$ cat src/rtl/ripple_subtract_sequencer.sv
// Word-serial multi-precision subtractor: one N-bit ripple slice per clock.
// Optional registered zero flag via RIPPLE_SUB_SEQ_ZERO_EN.
module ripple_carry_subtractor #(
   parameter int N = 4
) (
   input  logic [N-1:0] a,
   input  logic [N-1:0] b,
   input  logic         bin,
   output logic [N-1:0] diff,
   output logic         bout
);

   logic [N:0] br;

   always_comb begin
      br    = '0;
      diff  = '0;
      br[0] = bin;
      for (int i = 0; i < N; i++) begin
         diff[i]  = a[i] ^ b[i] ^ br[i];
         br[i+1]  = (~a[i] & b[i]) | (~(a[i] ^ b[i]) & br[i]);
      end
      bout = br[N];
   end

endmodule

module ripple_subtract_sequencer #(
   parameter int N     = 4,
   parameter int WORDS = 4
) (
   input  logic                 clk,
   input  logic                 rst_n,
   input  logic                 start,
   input  logic [N*WORDS-1:0]   a,
   input  logic [N*WORDS-1:0]   b,
   input  logic                 bin,
   output logic                 busy,
   output logic                 done,
   output logic [N*WORDS-1:0]   diff,
`ifdef RIPPLE_SUB_SEQ_ZERO_EN
   output logic                 zero,
`endif
   output logic                 bout
);

   localparam int W  = N * WORDS;
   localparam int IW = (WORDS > 1) ? $clog2(WORDS) : 1;
   localparam logic [IW-1:0] LAST = IW'(WORDS - 1);

   typedef enum logic [1:0] {
      IDLE = 2'd0,
      RUN  = 2'd1,
      DONE = 2'd2
   } state_t;

   state_t        state_q, state_d;
   logic [W-1:0]  a_q, a_d;
   logic [W-1:0]  b_q, b_d;
   logic [W-1:0]  diff_q, diff_d;
   logic [IW-1:0] idx_q, idx_d;
   logic          borrow_q, borrow_d;
   logic          bout_q, bout_d;
   logic          accept;

   logic [N-1:0]  s_a, s_b, s_diff;
   logic          s_bout;

`ifdef RIPPLE_SUB_SEQ_ZERO_EN
   logic          zero_q, zero_d;
   logic          zacc_q, zacc_d;
`endif

   ripple_carry_subtractor #(.N(N)) u_slice (
      .a    (s_a),
      .b    (s_b),
      .bin  (borrow_q),
      .diff (s_diff),
      .bout (s_bout)
   );

   always_comb begin
      s_a = '0;
      s_b = '0;
      for (int i = 0; i < WORDS; i++) begin
         if (idx_q == IW'(i)) begin
            s_a = a_q[i*N +: N];
            s_b = b_q[i*N +: N];
         end
      end
   end

   always_comb begin
      state_d  = state_q;
      a_d      = a_q;
      b_d      = b_q;
      diff_d   = diff_q;
      idx_d    = idx_q;
      borrow_d = borrow_q;
      bout_d   = bout_q;
      accept   = 1'b0;
`ifdef RIPPLE_SUB_SEQ_ZERO_EN
      zero_d   = zero_q;
      zacc_d   = zacc_q;
`endif
      unique case (state_q)
         IDLE: begin
            if (start) accept = 1'b1;
         end
         RUN: begin
            for (int i = 0; i < WORDS; i++) begin
               if (idx_q == IW'(i)) diff_d[i*N +: N] = s_diff;
            end
            borrow_d = s_bout;
`ifdef RIPPLE_SUB_SEQ_ZERO_EN
            zacc_d = zacc_q & (s_diff == '0);
`endif
            if (idx_q == LAST) begin
               bout_d  = s_bout;
               state_d = DONE;
`ifdef RIPPLE_SUB_SEQ_ZERO_EN
               zero_d  = zacc_d;
`endif
            end else begin
               idx_d = idx_q + 1'b1;
            end
         end
         DONE: begin
            state_d = IDLE;
            if (start) accept = 1'b1;
         end
         default: state_d = IDLE;
      endcase
      // accept overrides the per-state defaults, covering back-to-back
      if (accept) begin
         state_d  = RUN;
         a_d      = a;
         b_d      = b;
         idx_d    = '0;
         borrow_d = bin;
`ifdef RIPPLE_SUB_SEQ_ZERO_EN
         zero_d   = 1'b0;
         zacc_d   = 1'b1;
`endif
      end
   end

   always_ff @(posedge clk) begin
      if (!rst_n) begin
         state_q  <= IDLE;
         a_q      <= '0;
         b_q      <= '0;
         diff_q   <= '0;
         idx_q    <= '0;
         borrow_q <= 1'b0;
         bout_q   <= 1'b0;
`ifdef RIPPLE_SUB_SEQ_ZERO_EN
         zero_q   <= 1'b0;
         zacc_q   <= 1'b0;
`endif
      end else begin
         state_q  <= state_d;
         a_q      <= a_d;
         b_q      <= b_d;
         diff_q   <= diff_d;
         idx_q    <= idx_d;
         borrow_q <= borrow_d;
         bout_q   <= bout_d;
`ifdef RIPPLE_SUB_SEQ_ZERO_EN
         zero_q   <= zero_d;
         zacc_q   <= zacc_d;
`endif
      end
   end

   assign busy = (state_q == RUN);
   assign done = (state_q == DONE);
   assign diff = diff_q;
   assign bout = bout_q;
`ifdef RIPPLE_SUB_SEQ_ZERO_EN
   assign zero = zero_q;
`endif

endmodule

$ cat config.mk
export PLATFORM = sky130hd
export DESIGN_NAME = ripple_subtract_sequencer
export DESIGN_NICKNAME = d
export VERILOG_FILES = /design/src/rtl/ripple_subtract_sequencer.sv
export SDC_FILE = /design/constraint.sdc
export NUM_CORES = 1
export LEC_CHECK = 0
export ABC_AREA = 1
export BUFFER_PORTS_ARGS = -buffer_cell sky130_fd_sc_hd__buf_2
export CAP_MARGIN = 20
export CORE_MARGIN = 4
export CORE_UTILIZATION = 49
export CTS_CLUSTER_SIZE = 20
export DETAILED_ROUTE_END_ITERATION = 8
export GPL_ROUTABILITY_DRIVEN = 0
export PLACE_DENSITY = 0.76
export SYNTH_ARGS = -nofsm -noshare
export SYNTH_HDL_FRONTEND = slang
export SYNTH_SLANG_ARGS = --single-unit
$ cat constraint.sdc
create_clock -name clk -period 2.9 [get_ports clk]
set_input_delay 0 -clock clk [delete_from_list [all_inputs] [get_ports clk]]
set_output_delay 0 -clock clk [all_outputs]
set_load 0.01 [all_outputs]
Word level (Yosys, flattened, before mapping)
Index checks and enable logic that the tools add are counted.

word-level totals
  bits in registers = 54
  input bits = 36
  logic and storage cells = 78
  output and inout bits = 19

operators by class
  add/sub/neg operators = 1
  equality and inequality tests = 8
  bitwise gates (word level) = 31
  muxes and demuxes = 15
  reductions and logical operators = 12

operators with widths
  kind                                                   count
  two-way mux 4 bit                                      8
  AND reduction 2 bit                                    7
  inverter 1 bit                                         11
  AND 1 bit                                              8
  bitwise XOR 1 bit                                      8
  == test 2 bit, second input constant                   3
  two-way mux 1 bit                                      5
  == test 2 x 1 -> 1 bit, second input constant          2
  logical NOT 2 bit                                      2
  OR 1 bit                                               4
  case mux 2 bit (2 select lines)                        1
  OR reduction 2 bit                                     2
  inequality test 3 x 1 -> 1 bit, second input constant  1
  adder 2 x 1 -> 2 bit, second input constant            1
  two-way mux 2 bit                                      1
  inequality test 2 x 1 -> 1 bit, second input constant  1
  inequality test 2 bit, second input constant           1
  nonzero test 2 bit                                     1

Logic depth before layout (Yosys ltp)
Gate-level depths: netlist of run 1.

  word-level depth = 17
  mapped depth = 17
  mapped depth without buffers = 16

Modules after synthesis
A second synthesis of run 1 with hierarchy kept.

unflattened totals
  cells, all modules = 366
  area, all modules = 2499.9 um^2

by module, submodules not included
  module                     seq. area each (um^2)  area an instance (um^2)  cells an instance  times used
  ripple_subtract_sequencer  1081.0                 2382.3                   352                1
  ripple_carry_subtractor    0.0                    117.6                    14                 1

Worst setup path after synthesis of run 1
Ideal clock, no wire load.

  path type = reg2reg
  from = register idx_q[0]
  to = register diff_q[11] (netlist: diff[11])
  setup slack = -0.067 ns
  arrival time = 2.904 ns
  buffers on the path = 1
  clock period less this slack = 2.967 ns
  cell stages (with the launch flop) = 17
  setup time = 0.064 ns
  required time = 2.836 ns
  cells stage by stage = dfxtp_1 inv_1 ha_1 buf_4 clkinv_1 nor2_1 nor2_1 a21boi_0 fa_1 inv_1 fa_1 fa_1 inv_1 fa_1 nand2_1 nand2_1 nor2_1

between the ends
  cells in the longest elaborated chain, start to end = 14
  elaborated cells on any way between the ends = 33
  those cells by class = eq/ne: 3; mux: 8; bitwise: 20; reduce/logical: 2

ends and longest elaborated chain
  element                          line  source
  from (decl)                      61    logic [IW-1:0] idx_q, idx_d;
  from (signal assigned)           166   idx_q <= idx_d;
  logical NOT 2 bit                86    if (idx_q == IW'(i)) begin
  two-way mux 4 bit (4 in series)  86
  bitwise XOR 1 bit                21    br[i+1] = (~a[i] & b[i]) | (~(a[i] ^ b[i]) & br[i]);
  inverter 1 bit                   21
  AND 1 bit                        21
  OR 1 bit                         21
  AND 1 bit                        21
  OR 1 bit                         21
  AND 1 bit                        21
  OR 1 bit                         21
  bitwise XOR 1 bit                20    diff[i] = a[i] ^ b[i] ^ br[i];
  to (signal assigned)             165   diff_q <= diff_d;
  to (decl)                        60    logic [W-1:0] diff_q, diff_d;

Several ways; a longest one is shown, not always the timed one.
A chain may end at the register's enable or synchronous reset.

Worst setup path after layout of run 1
  from = register idx_q[1]
  to = register diff_q[7] (netlist: diff[7])

Same word-level chain as after synthesis.

==> results of run 1 <==
-- layout by cell type, fill, tap and decap left out, drive strengths merged --
master and n:
inv 45, clkbuf 7, dfxtp 54, a21boi 3, o21ai 33, ha 4, dlygate4sd3 33, clkinv 1
buf 68, a21oi 16, nor2 106, fa 4, or2 1, nand2 80, nand3 10
-- logic make-up after synthesis --
kind of cell    after synthesis  synth area share (%)
compound gates               52                  10.5
fa+ha+maj                     8                  5.12
buf+inv                      61                  10.7
flops                        54                  42.6
simple gates                197                  31.0
-- worst max-delay path by stage --
stage,from,endpoint,cells past startpoint
3_5_place_dp,idx_q[1]$_SDFFE_PP0P_,diff[15]$_SDFFE_PN0P_,15
2_1_floorplan,idx_q[0]$_SDFFE_PP0P_,diff[11]$_SDFFE_PN0P_,16
3_3_place_gp,idx_q[0]$_SDFFE_PP0P_,diff[7]$_SDFFE_PN0P_,15
6_report,idx_q[1]$_SDFFE_PP0P_,diff[7]$_SDFFE_PN0P_,15
4_1_cts,idx_q[1]$_SDFFE_PP0P_,diff[3]$_SDFFE_PN0P_,15
5_1_grt,idx_q[1]$_SDFFE_PP0P_,diff[7]$_SDFFE_PN0P_,15
-- area by class of cell --
| class | count | share of cell area [%] |
|---|---|---|
| flip-flops and latches | 54 | 31.8 |
| multi-input cells | 257 | 36.9 |
| clock inverters | 1 | 0.146 |
| repair buffers | 101 | 21.1 |
| inverters | 45 | 5.08 |
| well taps | 67 | 2.45 |
| clock buffers | 7 | 2.52 |
-- worst max-delay path, stage by stage (launching register included) --
cell and delay [ps]:
dfxtp_4 370, inv_2 80, ha_4 160, inv_1 100, nand3_1 90, nand2_1 70, a21boi_2 180, fa_2 220
inv_2 40, fa_2 340, fa_2 350, inv_2 60, fa_2 460, nand2_1 100, nand2_1 60, nor2_1 120
-- registers in the layout, summed over array words and instances (netlist names) --
signal	count
borrow_q	1
idx_q	2
b_q	16
a_q	16
bout	1
state_q	2
diff	16
-- layer usage --
layer  part of all wire (%)  GRT usage (%)  vias to the layer above
li1                       -              -                     1310
met1                     44           24.3                     1116
met2                     50           37.7                       60
met3                    4.8           4.74                       10
met4                    1.3           6.76                        0
met5                      0              0                        -
-- timing repair --
item	in CTS	in global routing
hold buffers	33	0
resized for setup	16	20
pin swaps	6	8
buffers inserted	1	0
setup endpoints to repair	4	5
endpoints found under the hold margin	33	0
-- power by group --
part           total, mW  switching, mW  internal, mW
logic              0.362          0.199         0.163
clock network      0.430          0.237         0.193
registers          0.823         0.0321         0.791
total               1.61          0.468          1.15
-- through the flow --
stage / total power [mW] / setup slack (ps)
2_1_floorplan: 1.05 / 19.9
3_3_place_gp: 1.13 / -15.5
3_5_place_dp: 1.14 / -102
4_1_cts: 1.61 / 5.82
5_1_grt: 1.70 / -101
6_report: 1.61 / 40.9
==> impl_metrics.ini, run 1 <==
[cells_and_area]
fin_util_pct = 70.1
diodes = 0
n_fill_cell = 405
multi_input_area_um2 = 1260
final_area_um2 = 3420
layout.nets = 508
regArea_um2 = 1090
final_cells = 532
area_growth_pct = 34.7
drive_gt1_share_pct = 23.0

[outcome]
status = finished, final reports clean

[critical_path]
ff2ff_setup_slack_ps = 40
r2r_cells = 15
r2r-end = diff[7]$_SDFFE_PN0P_
cp_data_required_time_ps = 3160
cp.arrival_ps = 3120
path_class = reg2reg
cp-end-kind = flop
crit_fanout = 4
r2r-start = idx_q[1]$_SDFFE_PP0P_
start_kind = flop

[floorplan]
ios = 55
row_count = 25
initial_core_util_pct = 52.1
dieArea_um2 = 6400
core_um2 = 4880
fp.dieW_um = 80.0
die_h_um = 80.0

[sta]
fmax_mhz = 350
period_needed_ps = 2860
max-slew-margin-rel_pct = 49.5
tightest_slew_ps = 758
rsz0062_at_grt = yes
fin_crit_sh_pct = 98.6
finalHoldViolations = 0
whs_ps = 213
drv_slew = 0
fin_setup_tns_ps = 0
fin_worst_skew_ps = 5.68
setup_violations = 0

[synth]
yosys_most_used_dff = dfxtp_1
synth_edf_count = 0
synth_area_leader_cell = dfxtp_1
synth_area_leaders = dfxtp_1, nor2_1, nand2_1
synth_fp_nets = 416
yosysMostFrequentCell = nor2_1
yosysWarningCount = 0
syn-cell-area_um2 = 2540
synthCells = 372
yosys-top-cells-count = nor2_1, nand2_1, dfxtp_1
synth_top_area_share_pct = 42.6
synth.distinct_cells = 21
syn_avg_cell_area_um2 = 6.83
async_reset_ff_share_pct = 0
ys_ff_latch = 54
ys_seq_area_share_pct = 42.6

[hold_path]
hp-start = start
holdPathEnd = state_q[0]$_SDFFE_PN0P_
hold_path_class = in2reg
hold_depth = 3

[detailed_routing]
routed_wl_um = 6370
drc = 0
dr.pass1.iters = 4
drt_iter0_markers = 159
via_per_inst = 4.69
num_vias = 2496
ant_nets = 0
wl_per_cell_um = 12.0

[clocking]
cts.htree.levels = 2
insertion_delay_ps = 310
clockRootBuffer = clkbuf_8
clock_sinks = 54
cts_buffers = 5
cts_tree = done
path_clk_slew_ps = 90
cts.path.max_buffers = 2

[place]
portBuffers = 54
placed_area_um2 = 2890
hpwl_um = 4150
dp.cells = 490

[global_routing]
grt_pass1_vias = 2392
grt_max_degree = 52
gr-usage-all-layers_pct = 21.0
grt_pass1_wl_um = 10500
overflow = 0
antenna_found_initial = 0

[power_and_ir_drop]
power_density_nw_per_um2 = 472
ir_worst_vdd_mv = 0.359
leakage_nw = 1.67

[flow_run]
drv_cap = 0
No activity file was read; power rests on OpenSTA's default activity.
==> run 2: changes to the inputs <==
CORE_MARGIN = 2   (was 4)
CORE_UTILIZATION = 48   (was 49)
PLACE_DENSITY = 0.75   (was 0.76)
SYNTH_HIERARCHICAL = 1   (was not set)
==> impl_metrics.ini, run 2 <==
[floorplan]
row_count = 26
dieArea_um2 = 5800
die_h_um = 76.2
ios = 55
fp.dieW_um = 76.2
core_um2 = 5070
initial_core_util_pct = 49.3

[place]
post-place-ws_ps = -46.9
hpwl_um = 3800
portBuffers = 54

[global_routing]
gr-usage-all-layers_pct = 20.6
antenna_found_initial = 0
grt_max_degree = 52
overflow = 0
grt_pass1_vias = 2274
grt_pass1_wl_um = 9840

[clocking]
clock_sinks = 54
path_clk_slew_ps = 100
clockRootBuffer = clkbuf_8
cts_buffers = 5
cts.htree.levels = 2
cts_tree = done
cts.path.max_buffers = 2
insertion_delay_ps = 310

[sta]
max-slew-margin-rel_pct = 51.7
tightest_slew_ps = 724
fmax_mhz = 353
fin_worst_skew_ps = 10.7
drv_slew = 0
fin_crit_sh_pct = 97.7
finalHoldViolations = 0
rsz0062_at_grt = yes
setup_violations = 0
period_needed_ps = 2830
worst_slack_ps = 67.0

[hold_path]
hold_path_class = in2reg

[synth]
synth_top_area_share_pct = 43.2
syn-cell-area_um2 = 2500
synth_fp_nets = 410
async_reset_ff_share_pct = 0
ys_ff_latch = 54
synth_edf_count = 0
ys_seq_area_share_pct = 43.2
synth_area_leader_cell = dfxtp_1
yosysWarningCount = 6
synth_area_leaders = dfxtp_1, nor2_1, nand2_1
yosysMostFrequentCell = nor2_1
yosys_most_used_dff = dfxtp_1
synthCells = 366
yosys-top-cells-count = nor2_1, nand2_1, dfxtp_1
syn_avg_cell_area_um2 = 6.83
synth.distinct_cells = 17

[power_and_ir_drop]
p_switching_uw = 474
power_frac_comb_pct = 21.2
ir_worst_vdd_mv = 0.268
total_power_mw = 1.67
power_density_nw_per_um2 = 488
clkPwrFrac_pct = 29.8
power.internal_mw = 1.20
pwr-share-seq_pct = 49.0
leakage_nw = 1.72
switching_share_pct = 28.3

[cells_and_area]
drive_gt1_share_pct = 23.3
fin_util_pct = 67.5
layout.nets = 502
final_cell_mix = nor2_1, nand2_1, buf_2
layout_commonest_cell = nor2_1
diodes = 0
area_growth_pct = 36.9

[critical_path]
r2r_cells = 14
r2r-start = idx_q[1]$_SDFFE_PP0P_
cp_data_required_time_ps = 3120
path_class = reg2reg
cp.arrival_ps = 3050
ff2ff_setup_slack_ps = 70
r2r-end = diff[3]$_SDFFE_PN0P_
cp-end-kind = flop
start_kind = flop
crit_fanout = 11
critPathLaunch = idx_q[1]$_SDFFE_PP0P_
critPathCapture = diff[3]$_SDFFE_PN0P_

[detailed_routing]
ant_nets = 0
drt_iter0_markers = 108
via_per_inst = 4.64
drc = 0
wl_per_cell_um = 11.1
dr.pass1.iters = 4
num_vias = 2452
routed_wl_um = 5890

[outcome]
status = finished, final reports clean

[flow_run]
drv_cap = 0
==> run 2: how the worst min path moves through the flow <==
stage	startpoint	endpoint	slack, ps	cells past startpoint
finish	start	state_q[0]$_SDFFE_PN0P_	210	3
global route	start	state_q[0]$_SDFFE_PN0P_	260	3
CTS	start	state_q[0]$_SDFFE_PN0P_	200	3
detailed placement	b[4]	b_q[4]$_SDFFE_PN0P_	250	3
global placement	a[3]	a_q[3]$_SDFFE_PN0P_	250	3
floorplan	b[0]	b_q[0]$_SDFFE_PN0P_	160	2
==> run 2: critical path, cell delays in order, from the launching register on <==
cell	delay (ps)
dfxtp_4	360
buf_4	150
ha_4	190
buf_4	160
nand2_1	70
nand2_1	70
inv_2	60
fa_2	200
inv_2	50
fa_2	380
fa_2	350
inv_2	70
fa_2	480
nor2_1	110
nor2_1	40
==> run 2: cell type report <==
type / instances / area [um^2]
clock buffers: 5 / 68.8
clock inverters: 3 / 40.0
fillers: 449 / 1650
inverters: 37 / 148
multi-input cells: 259 / 1280
flip-flops and latches: 54 / 1090
well taps: 70 / 87.6
repair buffers: 101 / 713
==> run 2: power by group through the flow <==
stage          Clock (mW)  Combinational [mW]  Sequential, mW
2_1_floorplan           0               0.201           0.833
3_3_place_gp            0               0.283           0.836
3_5_place_dp            0               0.291           0.838
4_1_cts             0.507               0.326           0.821
5_1_grt             0.538               0.403           0.826
6_report            0.498               0.354           0.819
==> run 2: per-stage QoR <==
step           hold WS (ps)  TNS [ps]  instances  instance area [um^2]
3_5_place_dp            255      -123        483                  2850
5_1_grt                 255      -184        529                  3420
6_report                206         0        529                  3420
4_1_cts                 204         0        524                  3290
3_3_place_gp            249         0        483                  2850
2_1_floorplan           163         0        366                  2500
==> run 2: routing by layer <==
layer	wire (um)	vias up	GRT usage, %
li1	-	1298	-
met1	2630	1079	24.8
met2	2950	65	37.6
met3	222	10	2.96
met4	90	0	7.09
met5	0	-	0
==> run 2: logic make-up (layout without fill, tap and decap cells) <==
logic type,after synthesis,in the layout,synth area share [%]
simple gates,207,207,34.0
flops,54,54,43.2
buf+inv,53,146,8.76
compound gates,44,44,8.81
fa+ha+maj,8,8,5.21
==> run 2: repair_timing <==
item | in CTS | in global routing
setup buffers | 0 | 5
hold buffers | 33 | 0
resized for setup | 5 | 28
pin swaps | 0 | 15
endpoints found under the setup margin | 4 | 7
endpoints found under the hold margin | 33 | 0
==> run 3: changes to the inputs <==
CORE_UTILIZATION = 45   (was 48)
PLACE_DENSITY = 0.82   (was 0.75)
==> impl_metrics.ini, run 3 (synthesis gave the netlist of run 2 again) <==
[detailed_routing]
wl_per_cell_um = 11.5
via_per_inst = 4.71
drt_iter0_markers = 156
drc = 0
dr.pass1.iters = 6
routed_wl_um = 6060
ant_nets = 0
num_vias = 2484

[clocking]
cts.path.max_buffers = 2
cts.htree.levels = 2
clock_sinks = 54
clockRootBuffer = clkbuf_8
cts_tree = done
path_clk_slew_ps = 90
cts_buffers = 5
insertion_delay_ps = 310

[floorplan]
dieArea_um2 = 6170
core_um2 = 5440
initial_core_util_pct = 46.0
die_h_um = 78.5
row_count = 27
fp.dieW_um = 78.5
ios = 55

[sta]
fmax_mhz = 363
max-slew-margin-rel_pct = 49.6
fin_crit_sh_pct = 94.9
period_needed_ps = 2750
fin_worst_skew_ps = 3.09
drv_slew = 0
fin_setup_tns_ps = 0
tightest_slew_ps = 756
finalHoldViolations = 0
setup_violations = 0

[flow_run]
drv_cap = 0

[power_and_ir_drop]
power_frac_comb_pct = 21.4
power.internal_mw = 1.16
pwr-share-seq_pct = 50.5
switching_share_pct = 28.7
clkPwrFrac_pct = 28.0
ir_worst_vdd_mv = 0.309
total_power_mw = 1.63
p_switching_uw = 467
leakage_nw = 1.70
power_density_nw_per_um2 = 485

[cells_and_area]
layout_commonest_cell = nor2_1
area_growth_pct = 34.0
layout.nets = 498
fin_util_pct = 61.6
drive_gt1_share_pct = 22.0
final_cell_mix = nor2_1, nand2_1, buf_2
diodes = 0

[global_routing]
gr-usage-all-layers_pct = 20.9
antenna_found_initial = 0
grt_max_degree = 52
grt_pass1_vias = 2375
overflow = 0
grt_pass1_wl_um = 10300

[place]
hpwl_um = 4030
portBuffers = 54

[critical_path]
cpPeakStageDelay_ps = 470
cp-end-kind = flop
cp_data_required_time_ps = 3110
cp.arrival_ps = 2960
path_class = reg2reg
path_cells = inv_4 > ha_4 > inv_2 > nor2_1 > nor2_1 > nand2_1 > nand2_1 > fa_2 > inv_2 > fa_2 > fa_2 > inv_2 > fa_2 > nor2_1 > nor2_1
cp.buffers_inverters = 4
critical_path.top_delay_family = adder cells
slowest_stage = fa_2
start_kind = flop
crit_fanout = 6

[hold_path]
hold_path_class = in2reg

[outcome]
status = finished, final reports clean
-- run 3: cell types whose count changed in the layout (fill, tap and decap cells not counted), sizes merged --
| cell | previous run | this run |
|---|---|---|
| buf | 68 | 64 |
| bufinv | 1 | 0 |
| clkbuf | 5 | 7 |
| clkinv | 2 | 1 |
| clkinvlp | 1 | 0 |
| inv | 36 | 37 |
-- run 3: layer usage --
| layer | GRT usage [%] | up-vias | wire, um |
|---|---|---|---|
| met1 | 24.5 | 1106 | 2530 |
| met4 | 8.95 | 0 | 163 |
| met3 | 4.02 | 19 | 303 |
| met2 | 36.9 | 77 | 3060 |
| li1 | - | 1282 | - |
| met5 | 0 | - | 0 |
-- run 3: through the flow --
stage	area [um^2]	hold slack, ps	setup WS (ps)	std cells
floorplan	2500	163	6.96	366
global placement	2860	247	68.6	486
detailed placement	2860	255	-65.3	486
CTS	3300	224	7.57	527
global route	3350	262	-0.918	527
finish	3350	214	148	527
-- run 3: worst paths after layout --
path	slack (ps)	start	end	depth (start not counted)
min reg2reg	500	b_q[2]$_SDFFE_PN0P_	b_q[2]$_SDFFE_PN0P_	2
max	150	idx_q[0]$_SDFFE_PP0P_	diff[3]$_SDFFE_PN0P_	15
min	210	start	state_q[0]$_SDFFE_PN0P_	3
max reg2reg	150	idx_q[0]$_SDFFE_PP0P_	diff[3]$_SDFFE_PN0P_	15
-- run 3: power by group through the flow --
stage	clock network [mW]	registers (mW)	logic [mW]
2_1_floorplan	0	0.833	0.201
3_3_place_gp	0	0.837	0.281
3_5_place_dp	0	0.839	0.292
4_1_cts	0.471	0.821	0.329
5_1_grt	0.498	0.826	0.398
6_report	0.456	0.821	0.349
-- run 3: repair_timing --
action | 4_1_cts | 5_1_grt
buffers inserted | 0 | 0
resized for setup | 5 | 20
pin swaps | 0 | 3
endpoints found under the setup margin | 4 | 6
hold endpoints to repair | 33 | 0
hold buffers | 33 | 0
-- run 3: layout make-up --
class,count,area (um^2)
Sequential cell,54,1090
Multi-Input combinational cell,259,1250
Tap cell,72,90.1
Fill cell,493,2090
Inverter,37,141
Clock inverter,1,8.76
Timing Repair Buffer,97,676
Clock buffer,7,96.3
-- run 3: tightest hold or removal path, cell delays in order --
cell and delay (ps):
buf_2 110, nand2_4 180, a21oi_1 190
